## src/rtl/inst_loader.sv

```systemverilog
// Boot-time instruction RAM loader: assembles big-endian words from a byte stream,
// writes them to consecutive addresses and releases the CPU only on a good checksum.
module inst_loader #(
  parameter int ADDR_W = 8
) (
  input  logic              clk,
  input  logic              reset,
  input  logic              start,
  input  logic [ADDR_W:0]   num_words,
  input  logic              in_valid,
  input  logic [7:0]        in_data,
  output logic              in_ready,
  output logic              mem_we,
  output logic [ADDR_W-1:0] mem_addr,
  output logic [31:0]       mem_din,
  output logic              cpu_reset,
  output logic              busy,
  output logic              done,
  output logic              error
);

  typedef enum logic [2:0] {
    IDLE  = 3'd0,
    RECV  = 3'd1,
    WRITE = 3'd2,
    CHECK = 3'd3,
    DONE  = 3'd4,
    ERROR = 3'd5
  } state_t;

  localparam logic [ADDR_W:0] MAX_WORDS = {1'b1, {ADDR_W{1'b0}}};

  state_t            state_r;
  logic [ADDR_W:0]   count_r;
  logic [ADDR_W:0]   word_idx_r;
  logic [1:0]        byte_cnt_r;
  logic [23:0]       shift_r;
  logic [7:0]        sum_r;

  logic              xfer_s;
  logic [ADDR_W:0]   clamped_s;
  logic [ADDR_W:0]   next_idx_s;
  logic [31:0]       word_s;

  assign xfer_s     = in_valid && in_ready;
  assign clamped_s  = (num_words > MAX_WORDS) ? MAX_WORDS : num_words;
  assign next_idx_s = word_idx_r + {{ADDR_W{1'b0}}, 1'b1};
  assign word_s     = {shift_r, in_data};

  // Load sequencer; in_ready and busy are updated on every transition so they track the state.
  always_ff @(posedge clk) begin
    if (reset) begin
      state_r    <= IDLE;
      count_r    <= {(ADDR_W+1){1'b0}};
      word_idx_r <= {(ADDR_W+1){1'b0}};
      byte_cnt_r <= 2'd0;
      shift_r    <= 24'd0;
      sum_r      <= 8'd0;
      in_ready   <= 1'b0;
      mem_we     <= 1'b0;
      mem_addr   <= {ADDR_W{1'b0}};
      mem_din    <= 32'd0;
      cpu_reset  <= 1'b1;
      busy       <= 1'b0;
      done       <= 1'b0;
      error      <= 1'b0;
    end else begin
      mem_we <= 1'b0;
      case (state_r)
        IDLE, DONE, ERROR: begin
          if (start) begin
            count_r    <= clamped_s;
            word_idx_r <= {(ADDR_W+1){1'b0}};
            byte_cnt_r <= 2'd0;
            sum_r      <= 8'd0;
            done       <= 1'b0;
            error      <= 1'b0;
            cpu_reset  <= 1'b1;
            busy       <= 1'b1;
            in_ready   <= 1'b1;
            if (clamped_s == {(ADDR_W+1){1'b0}}) begin
              state_r <= CHECK;
            end else begin
              state_r <= RECV;
            end
          end
        end
        RECV: begin
          if (xfer_s) begin
            shift_r    <= word_s[23:0];
            sum_r      <= sum_r + in_data;
            byte_cnt_r <= byte_cnt_r + 2'd1;
            if (byte_cnt_r == 2'd3) begin
              state_r  <= WRITE;
              in_ready <= 1'b0;
              mem_we   <= 1'b1;
              mem_addr <= word_idx_r[ADDR_W-1:0];
              mem_din  <= word_s;
            end
          end
        end
        WRITE: begin
          word_idx_r <= next_idx_s;
          byte_cnt_r <= 2'd0;
          in_ready   <= 1'b1;
          if (next_idx_s == count_r) begin
            state_r <= CHECK;
          end else begin
            state_r <= RECV;
          end
        end
        CHECK: begin
          // The checksum byte itself is compared, never accumulated.
          if (xfer_s) begin
            in_ready <= 1'b0;
            busy     <= 1'b0;
            if (in_data == sum_r) begin
              state_r   <= DONE;
              done      <= 1'b1;
              cpu_reset <= 1'b0;
            end else begin
              state_r   <= ERROR;
              error     <= 1'b1;
              cpu_reset <= 1'b1;
            end
          end
        end
        default: begin
          state_r   <= IDLE;
          in_ready  <= 1'b0;
          busy      <= 1'b0;
          cpu_reset <= 1'b1;
        end
      endcase
    end
  end

endmodule
```

## config.mk

```make
export PLATFORM = sky130hd
export DESIGN_NAME = inst_loader
export DESIGN_NICKNAME = d
export VERILOG_FILES = /design/src/rtl/inst_loader.sv
export SDC_FILE = /design/constraint.sdc
export NUM_CORES = 1
export LEC_CHECK = 0
export ABC_AREA = 1
export CAP_MARGIN = 20
export CORE_MARGIN = 4
export CORE_UTILIZATION = 45
export CTS_BUF_LIST = sky130_fd_sc_hd__clkbuf_8 sky130_fd_sc_hd__clkbuf_16
export CTS_CLUSTER_SIZE = 40
export DETAILED_ROUTE_END_ITERATION = 16
export GPL_TIMING_DRIVEN = 1
export PLACE_DENSITY = 0.82
export SYNTH_ARGS = -nofsm -noshare
export SYNTH_HDL_FRONTEND = slang
export SYNTH_SLANG_ARGS = --single-unit
```

## constraint.sdc

```tcl
create_clock -name clk -period 1.4 [get_ports clk]
set_input_delay 0.21 -clock clk [delete_from_list [all_inputs] [get_ports clk]]
set_output_delay 0.21 -clock clk [all_outputs]
set_load 0.005 [all_outputs]
```

==> reports/qor.csv, run 1 <==
metric;value;unit
most frequent cells in the layout;nand2_1 (89), buf_4 (70), nor2_1 (52);
setup_tns;-16680;ps
Reg2Reg Launch Point;word_idx_r[0]$_SDFFE_PP0P_;
setup violators final;101;
Int Power;5740;uW
Mapped Avg Cell Area;7.34;um2
CP endpoint kind;flip-flop;
Worst VDD drop;0.866;mV
R2R Path End;state_r[1]$_SDFFE_PP0P_;
CP most frequent cell;nand2_1;
first-pass GRT wire length;23.2;mm
headroom to the max-slew limit;0.755;
critical path class;reg -> reg;
Top Family by Delay on Critical Path;simple AND/OR/NAND/NOR gates;
Net Sw Frac;0.379;
Cell Chain, Critical Path;ha_4 > buf_4 > nand3_1 > nand2_1 > nand2_1 > nand2_1 > nand3_1 > nor2_1 > nand4_1 > a21oi_1;
DRT antenna net count;0;
final design utilization;0.776;
leakage power;0.00318;uW
max incr delay on CP;390;ps
initial antenna violation count;0;
sequential share of power;0.373;
DP Worst Slack;-538;ps
Startpoint Class;flip-flop;
ys flop type;dfxtp_1;
CTS root buffer;clkbuf_8;
Initial Util;0.467;
status;complete, but fails checks;
worst-case reg-to-reg path depth;10;
Worst Hold Depth;4;
EDFF count, synth;0;
CTS tree;yes;
RSZ-0062 raised after global routing;true;
all-layer global routing usage;0.257;
total CTS buffers;9;
drt first-iter violations;581;
worst skew pair latency;400;ps
Final Non-Filler Cells;887;
crit path buf inv count;1;
Area Growth Syn to Fin;66.1;%
vias in the first global route;4827;
Worst EP arrival;2020;ps
nets;784;
post-synth cell types;32;
routed len/inst;22.1;um
placed insts;825;
row cnt;35;
Comb power frac;0.374;
CTS sink count;101;
Mapped Cells;594;
# IOs;67;
#FFs+latches synth;101;
setup slack after layout;-316;ps
DIE AREA;0.0113;mm2
worst setup path start;word_idx_r[0]$_SDFFE_PP0P_;
post-synthesis sequential area ratio;0.464;
IO buf count;66;
worst-margin pin slew;367;ps
YS warnings;0;
fillers;511;
drt first pass iters;6;
post-synthesis cell area;0.00436;mm2
Die Wd;106;um
clock slew at reported path FFs;130;ps
Die Span Y;106;um
R2R setup slack;-320;ps
Tcrit/Tclk final;1.23;
max-cap viol count;0;
Hold Path Origin;in_data[4];
grt ovf;0;
slowest cell on the critical path;dfxtp_4;
Hold WS;311;ps
final wirelength;19.6;mm
share of cells above drive strength 1;0.451;
drt via density;6.20;
H-tree depth;3;
gpl congestion;0.911;
clock skew;32.1;ps
Hold WC Path Type;in -> reg;
DRC;0;
P_sw;3500;uW
post-synth top area share;0.464;
cell taking the most area after synthesis;dfxtp_1;
Clk pwr share;0.254;
Core Area;0.00933;mm2
violated checks;setup timing;
via count;5500;
Antenna diodes;0;
fin. max-slew vios;0;
required time worst endpoint;1700;ps
Max FO, Critical Path;3;
leading post-synthesis cells by cell area;dfxtp_1 (46%), nand2_1 (9.7%), o21ai_0 (7.8%), nor2_1 (6.9%), a21oi_1 (6.8%);
Hold Path Sink;mem_din[4]$_SDFFE_PP0P_;
min Tclk post-route;1720;ps
commonest non-fill, non-tap cell in the layout;nand2_1;
pwr dens;1280;mW/mm2
final hold violations;0;
DP HPWL;8.18;mm
Max Freq;583;MHz
syn_nets;625;
Longest Clk Path Bufs;2;
pin count of the biggest net entering global routing;31;
FFs w/ async S/R, synth;0;
## cell families (layout without fill, tap and decap cells)
family | Yosys count | in the layout | share of synthesized area
adder cells (fa/ha/maj) | 10 | 10 | 0.0304
AND/OR/NAND/NOR | 262 | 262 | 0.258
buffers and inverters | 77 | 241 | 0.0749
XOR/XNOR | 2 | 2 | 0.00402
flip-flops | 101 | 101 | 0.464
AO/OA/AOI/OAI | 142 | 142 | 0.169
## cells in the mapped netlist (3+ instances only)
cell type	n
clkbuf_1	15
o21ai_1	4
buf_2	4
nand2_1	113
nand3_1	51
nor3_1	3
buf_6	4
ha_1	9
nand4_1	5
o21ai_0	68
nor2_1	80
dfxtp_1	101
a21oi_1	59
a211oi_1	4
inv_1	47
inv_2	3
## power by group through the flow
stage / logic (uW) / clock network [uW] / registers [uW]
floorplan: 1090 / 0 / 3310
global placement: 1890 / 0 / 3330
detailed placement: 1960 / 0 / 3340
CTS: 2370 / 2240 / 3340
global route: 3590 / 2430 / 3460
finish: 3450 / 2340 / 3440
## what timing repair did
action                                  in CTS  in global routing
hold buffers                                 0                  0
endpoints found under the setup margin     120                100
pin swaps                                   38                 61
buffers inserted                            17                 17
cloned                                       3                  9
gates resized for setup                    214                182
## metal layers
metal  GRT usage  routed length [um]  vias up
met5           0                   0        -
met4       0.149                1900        0
met1       0.294                6860     2526
met2       0.441                8940      497
met3      0.0540                1880      190
li1            -                   -     2287
## worst max path at each step
stage / end / depth (start not counted)
2_1_floorplan: sum_r[4]$_SDFFE_PP0P_ / 6
3_3_place_gp: state_r[0]$_SDFFE_PP0P_ / 8
5_1_grt: state_r[1]$_SDFFE_PP0P_ / 8
4_1_cts: sum_r[6]$_SDFFE_PP0P_ / 7
6_report: state_r[1]$_SDFFE_PP0P_ / 10
3_5_place_dp: state_r[0]$_SDFFE_PP0P_ / 8
## per-stage QoR
| step | power, uW | instance area (um2) |
|---|---|---|
| 6_report | 9240 | 7240 |
| 3_5_place_dp | 5300 | 5530 |
| 2_1_floorplan | 4410 | 4370 |
| 5_1_grt | 9480 | 7240 |
| 4_1_cts | 7950 | 6400 |
| 3_3_place_gp | 5220 | 5530 |
## tightest hold or removal path, stage by stage
cell and delay, ps:
dlymetal6s2s_1 190, buf_4 180, nand2_1 60, nand2_1 50
## area by class of cell
class | count | area, um2 | area share
inverters | 52 | 238 | 0.0328
flip-flops and latches | 101 | 2100 | 0.290
repair inverters | 4 | 68.8 | 0.00951
multi-input cells | 416 | 2770 | 0.383
well taps | 129 | 161 | 0.0223
clock inverters | 7 | 129 | 0.0178
clock buffers | 9 | 124 | 0.0171
repair buffers | 169 | 1640 | 0.227
## state kept, by name, summed over array words and instances, names as in the netlist
register    flops
done            1
count_r         9
cpu_reset       1
word_idx_r      9
error           1
mem_we          1
in_ready        1
sum_r           8
busy            1
shift_r        24
mem_din        32
byte_cnt_r      2
mem_addr        8
state_r         3
Power figures use the tool's default switching activity.
==> run 2, diff against run 1 <==
--- a/config.mk
+++ b/config.mk
@@ -5,7 +5,7 @@
 export SDC_FILE = /design/constraint.sdc
 export NUM_CORES = 1
 export LEC_CHECK = 0
-export ABC_AREA = 1
+export ABC_AREA = 0
 export CAP_MARGIN = 20
 export CORE_MARGIN = 4
 export CORE_UTILIZATION = 45
==> run 2 against run 1 <==
Compared with the run above: the flow still finishes with violations (setup timing); combinational power is 66% lower; cell area is 8.7% higher; first-iteration DRC count is 20% lower; setup slack worse by 220 ps; non-clock buffer count is 16 higher; sequential share of layout area is 2.4 points lower; count of clock-buffer cells in the layout stayed put; maximum frequency is 11% lower; wire length is 11% higher; global-route usage is 2.1 points higher; via count is 1.1% lower; highest routed layer unchanged.
==> reports/qor.csv, run 2 <==
metric;value;unit
status;complete, but fails checks;
violated checks;setup timing;
setup slack after layout;-533;ps
gpl congestion;0.876;
share of cells above drive strength 1;0.590;
initial antenna violation count;0;
final hold violations;0;
drt via density;6.43;
H-tree depth;3;
Core Area;0.00942;mm2
max-cap viol count;0;
# IOs;67;
Largest regs;mem_din (32), shift_r (24);
Die Span Y;107;um
count leader, synth;nand2_1;
routed len/inst;25.6;um
fillers;426;
clock slew at reported path FFs;110;ps
leading post-synthesis cells by cell area;dfxtp_1 (46%), nand2_1 (13%), a21oi_1 (11%), ha_1 (2.5%), clkbuf_1 (2.1%);
CP endpoint kind;flip-flop;
ys flop type;dfxtp_1;
leakage power;0.00350;uW
Tcrit/Tclk final;1.38;
all-layer global routing usage;0.277;
EDFF count, synth;0;
critical path class;reg -> reg;
pin count of the biggest net entering global routing;71;
final design utilization;0.836;
fin. max-slew vios;0;
drt first pass iters;7;
post-synthesis cell area;0.00442;mm2
CTS tree;yes;
Longest Clk Path Bufs;2;
Mapped Cells;554;
first-pass GRT wire length;25.4;mm
most frequent cells in the layout;a21oi_2 (76), buf_4 (72), nand2_4 (64);
total CTS buffers;9;
Startpoint Class;flip-flop;
Max FO, Critical Path;4;
headroom to the max-slew limit;0.612;
DP HPWL;8.32;mm
DRC;0;
row cnt;35;
clock skew;14.9;ps
Top reg by flops;mem_din;
via count;5440;
Antenna diodes;0;
vias in the first global route;5030;
worst skew pair latency;390;ps
Hold WC Path Type;in -> reg;
#FFs+latches synth;101;
Die Wd;107;um
FFs w/ async S/R, synth;0;
Mapped Avg Cell Area;7.97;um2
Synth top cells by count;nand2_1 (153), dfxtp_1 (101), a21oi_1 (98), clkbuf_1 (25), nor2_1 (24);
Worst VDD drop;0.664;mV
CTS root buffer;clkbuf_8;
DIE AREA;0.0115;mm2
post-synth cell types;52;
Hold WS;216;ps
max FFs per register;32;
commonest non-fill, non-tap cell in the layout;a21oi_2;
Worst EP arrival;2210;ps
Area Growth Syn to Fin;78.2;%
grt ovf;0;
required time worst endpoint;1680;ps
Initial Util;0.469;
DRT antenna net count;0;
post-synth top area share;0.458;
drt first-iter violations;464;
cell taking the most area after synthesis;dfxtp_1;
post-synthesis sequential area ratio;0.458;
CTS sink count;101;
YS warnings;0;
syn_nets;585;
IO buf count;66;
RSZ-0062 raised after global routing;true;
Max Freq;517;MHz
worst-margin pin slew;568;ps
setup violators final;94;
nets;743;
final wirelength;21.7;mm
min Tclk post-route;1930;ps
pwr dens;760;mW/mm2
run 2: changes by cell type after synthesis, sizes merged, moves of 9 or more:
cell and change:
a21oi +39, clkbuf +11, inv -47, nand2 +38, nand3 -35, nand3b +9
nor2 -60, o21ai -59, or3 +10
run 2: cells by family (layout without fill, tap and decap cells):
| group | Yosys count | count (layout) | share of synthesized area |
|---|---|---|---|
| AND/OR/NAND/NOR | 245 | 245 | 0.255 |
| AO/OA/AOI/OAI | 138 | 138 | 0.174 |
| multiplexers | 6 | 6 | 0.0150 |
| adder cells (fa/ha/maj) | 10 | 10 | 0.0300 |
| buffers and inverters | 42 | 205 | 0.0442 |
| flip-flops | 101 | 101 | 0.458 |
| XOR/XNOR | 12 | 12 | 0.0238 |
run 2: routing by layer:
layer | track usage | vias to the layer above | wire length, um
met3 | 0.0608 | 171 | 2290
met2 | 0.478 | 443 | 10200
met1 | 0.333 | 2605 | 7560
li1 | - | 2221 | -
met4 | 0.114 | 0 | 1630
met5 | 0 | - | 0
run 2: worst paths after layout:
check,startpoint,endpoint,slack (ps),cells after the start
setup / recovery,sum_r[5]$_SDFFE_PP0P_,state_r[0]$_SDFFE_PP0P_,-530,6
hold / removal,reset,state_r[1]$_SDFFE_PP0P_,220,4
setup reg to reg,sum_r[5]$_SDFFE_PP0P_,state_r[0]$_SDFFE_PP0P_,-530,6
hold reg to reg,mem_addr[1]$_SDFFE_PP0P_,mem_addr[1]$_SDFFE_PP0P_,470,2
run 2: cell type report:
class / instances / area, um2 / share of cell area
flip-flops and latches: 101 / 2090 / 0.266
multi-input cells: 411 / 3440 / 0.437
clock inverters: 7 / 51.3 / 0.00652
repair buffers: 185 / 1990 / 0.253
clock buffers: 9 / 124 / 0.0157
well taps: 129 / 161 / 0.0205
inverters: 4 / 15.0 / 0.00191
run 2: where the power goes:
part,switching [uW],internal (uW)
logic,620,557
registers,65.4,2910
clock network,1170,655
total,1850,4120
run 2: timing repair:
item,in CTS,in global routing
gates cloned,13,8
resized for setup,194,257
hold buffers,0,0
pin swaps,56,118
setup buffers,23,16
endpoints found under the setup margin,135,96
run 2: through the flow:
step / cells / cell area (um2) / total power, uW / setup slack [ps] / TNS, ps
5_1_grt: 846 / 7870 / 6100 / -664 / -26800
3_5_place_dp: 782 / 5750 / 3720 / -833 / -37400
6_report: 846 / 7870 / 5980 / -533 / -23550
2_1_floorplan: 554 / 4570 / 3370 / -366 / -6710
4_1_cts: 834 / 6840 / 5520 / -388 / -11280
3_3_place_gp: 782 / 5750 / 3690 / -823 / -35800
run 2: worst max-delay path, stage by stage, from the launching register on:
cell	delay [ps]
dfxtp_1	410
ha_1	270
or3_1	410
a211oi_4	300
o221ai_1	170
mux2i_1	190
nor2_1	70
==> run 3, diff against run 2 <==
--- a/config.mk
+++ b/config.mk
@@ -14,6 +14,9 @@
 export DETAILED_ROUTE_END_ITERATION = 16
 export GPL_TIMING_DRIVEN = 1
 export PLACE_DENSITY = 0.82
+export RECOVER_POWER = 100
+export SKIP_LAST_GASP = 1
+export SLEW_MARGIN = 20
 export SYNTH_ARGS = -nofsm -noshare
 export SYNTH_HDL_FRONTEND = slang
 export SYNTH_SLANG_ARGS = --single-unit
==> run 3 against run 2 <==
Compared with the run above: the flow still finishes with violations (setup timing); critical path depth rose by 2; global-route usage is 0.82 points higher; combinational power fell by 3%; largest cell class unchanged.
==> reports/qor.csv, run 3 (synthesized netlist as in run 2, its figures left out) <==
metric;value;unit
Top Family by Delay on Critical Path;compound AO/OA/AOI/OAI gates;
crit path buf inv count;2;
Antenna diodes;0;
Longest Clk Path Bufs;2;
max-cap viol count;0;
Largest regs;mem_din (32), shift_r (24);
Worst Hold Depth;4;
drt via density;6.72;
row cnt;35;
CTS sink count;101;
Die Span Y;107;um
DP Area;0.00575;mm2
nets;743;
final hold violations;0;
Hold Path Sink;state_r[1]$_SDFFE_PP0P_;
clock slew at reported path FFs;110;ps
Max FO, Critical Path;4;
Die Wd;107;um
final instance area;0.00785;mm2
Max Freq;490;MHz
Top reg by flops;mem_din;
drt first pass iters;5;
vias in the first global route;4979;
Core Area;0.00942;mm2
grt ovf;0;
Post-Route M1 WL;7.77;mm
# IOs;67;
Cell Chain, Critical Path;ha_4 > buf_4 > nand3_1 > o211ai_1 > buf_4 > o21ai_1 > nand3_4 > a21oi_2;
DP Worst Slack;-833;ps
CP most frequent cell;buf_4;
fillers;414;
Register Area;0.00208;mm2
max FFs per register;32;
most frequent cells in the layout;a21oi_2 (72), buf_4 (72), nand2_4 (70), dfxtp_1 (70), nand2_1 (54);
R2R Path End;sum_r[5]$_SDFFE_PP0P_;
Initial Util;0.469;
gpl congestion;0.876;
worst skew pair latency;400;ps
placed insts;782;
initial antenna violation count;0;
min Tclk post-route;2040;ps
setup violators final;93;
Worst EP arrival;2360;ps
Hold WC Path Type;in -> reg;
headroom to the max-slew limit;0.639;
CTS root buffer;clkbuf_8;
via count;5684;
CP endpoint kind;flip-flop;
cts hold-fix bufs;0;
share of cells above drive strength 1;0.550;
required time worst endpoint;1720;ps
Hold Path Origin;reset;
IO buf count;66;
R2R setup slack;-640;ps
first-pass GRT wire length;25.9;mm
Area Growth Syn to Fin;77.7;%
total CTS buffers;9;
DRT antenna net count;0;
DP HPWL;8.32;mm
met2 wire length;10.7;mm
footprint of the multi-input gates;0.00343;mm2
routed wl met3;2.68;mm
DIE AREA;0.0115;mm2
Worst VDD drop;0.666;mV
worst-case reg-to-reg path depth;8;
setup slack after layout;-639;ps
routed len/inst;28.0;um
pwr dens;760;mW/mm2
max incr delay on CP;440;ps
RSZ-0062 raised after global routing;true;
Startpoint Class;flip-flop;
critical path class;reg -> reg;
Reg2Reg Launch Point;sum_r[2]$_SDFFE_PP0P_;
H-tree depth;3;
drt first-iter violations;625;
clock skew;13.8;ps
CTS tree;yes;
leakage power;0.00338;uW
worst-margin pin slew;539;ps
pin count of the biggest net entering global routing;71;
violated checks;setup timing;
status;complete, but fails checks;
slowest cell on the critical path;o21ai_1;
final design utilization;0.833;
DRC;0;
Tcrit/Tclk final;1.46;
fin. max-slew vios;0;
Hold WS;190;ps
Max Used Layer;met4;
Final Non-Filler Cells;846;
final wirelength;23.7;mm
all-layer global routing usage;0.286;
-- run 3: metal layers --
metal,vias up,GRT usage
met5,-,0
met4,0,0.132
met3,250,0.0644
met2,573,0.488
met1,2648,0.339
li1,2213,-
-- run 3: cell type report --
| type | instances | area share |
|---|---|---|
| multi-input cells | 411 | 0.438 |
| flip-flops and latches | 101 | 0.265 |
| repair buffers | 185 | 0.253 |
| well taps | 129 | 0.0206 |
| clock buffers | 9 | 0.0158 |
| clock inverters | 7 | 0.00654 |
| inverters | 4 | 0.00191 |
-- run 3: tightest hold or removal path: stages --
cell,delay [ps]
buf_4,100
nor4_2,40
nand3_1,110
o41ai_2,90
-- run 3: power by group --
part	switching [uW]	leakage [uW]	internal (uW)
Sequential	65.7	0.000832	2910
Clock	1200	0.0000856	655
Combinational	617	0.00246	520
Total	1880	0.00338	4090
-- run 3: worst max-delay path by stage --
stage	from	slack, ps	to	depth (start not counted)
global route	sum_r[3]$_SDFFE_PP0P_	-630	sum_r[5]$_SDFFE_PP0P_	8
floorplan	sum_r[1]$_SDFFE_PP0P_	-370	state_r[0]$_SDFFE_PP0P_	6
global placement	in_data[3]	-820	state_r[0]$_SDFFE_PP0P_	7
finish	sum_r[2]$_SDFFE_PP0P_	-640	sum_r[5]$_SDFFE_PP0P_	8
detailed placement	in_data[3]	-830	state_r[0]$_SDFFE_PP0P_	7
CTS	sum_r[2]$_SDFFE_PP0P_	-390	cpu_reset$_SDFFE_PP1P_	6
-- run 3: what timing repair did --
item | 4_1_cts | 5_1_grt
setup buffers | 23 | 16
cloned | 13 | 7
pin swaps | 37 | 119
setup endpoints to repair | 135 | 96
gates resized for setup | 168 | 283
-- run 3: per-stage QoR --
stage                     total power [uW]  TNS, ps
after floorplan                       3370    -6710
after global placement                3690   -35800
after detailed placement              3720   -37400
after CTS                             5510   -11720
after global routing                  6060   -24720
final                                 5960   -22390
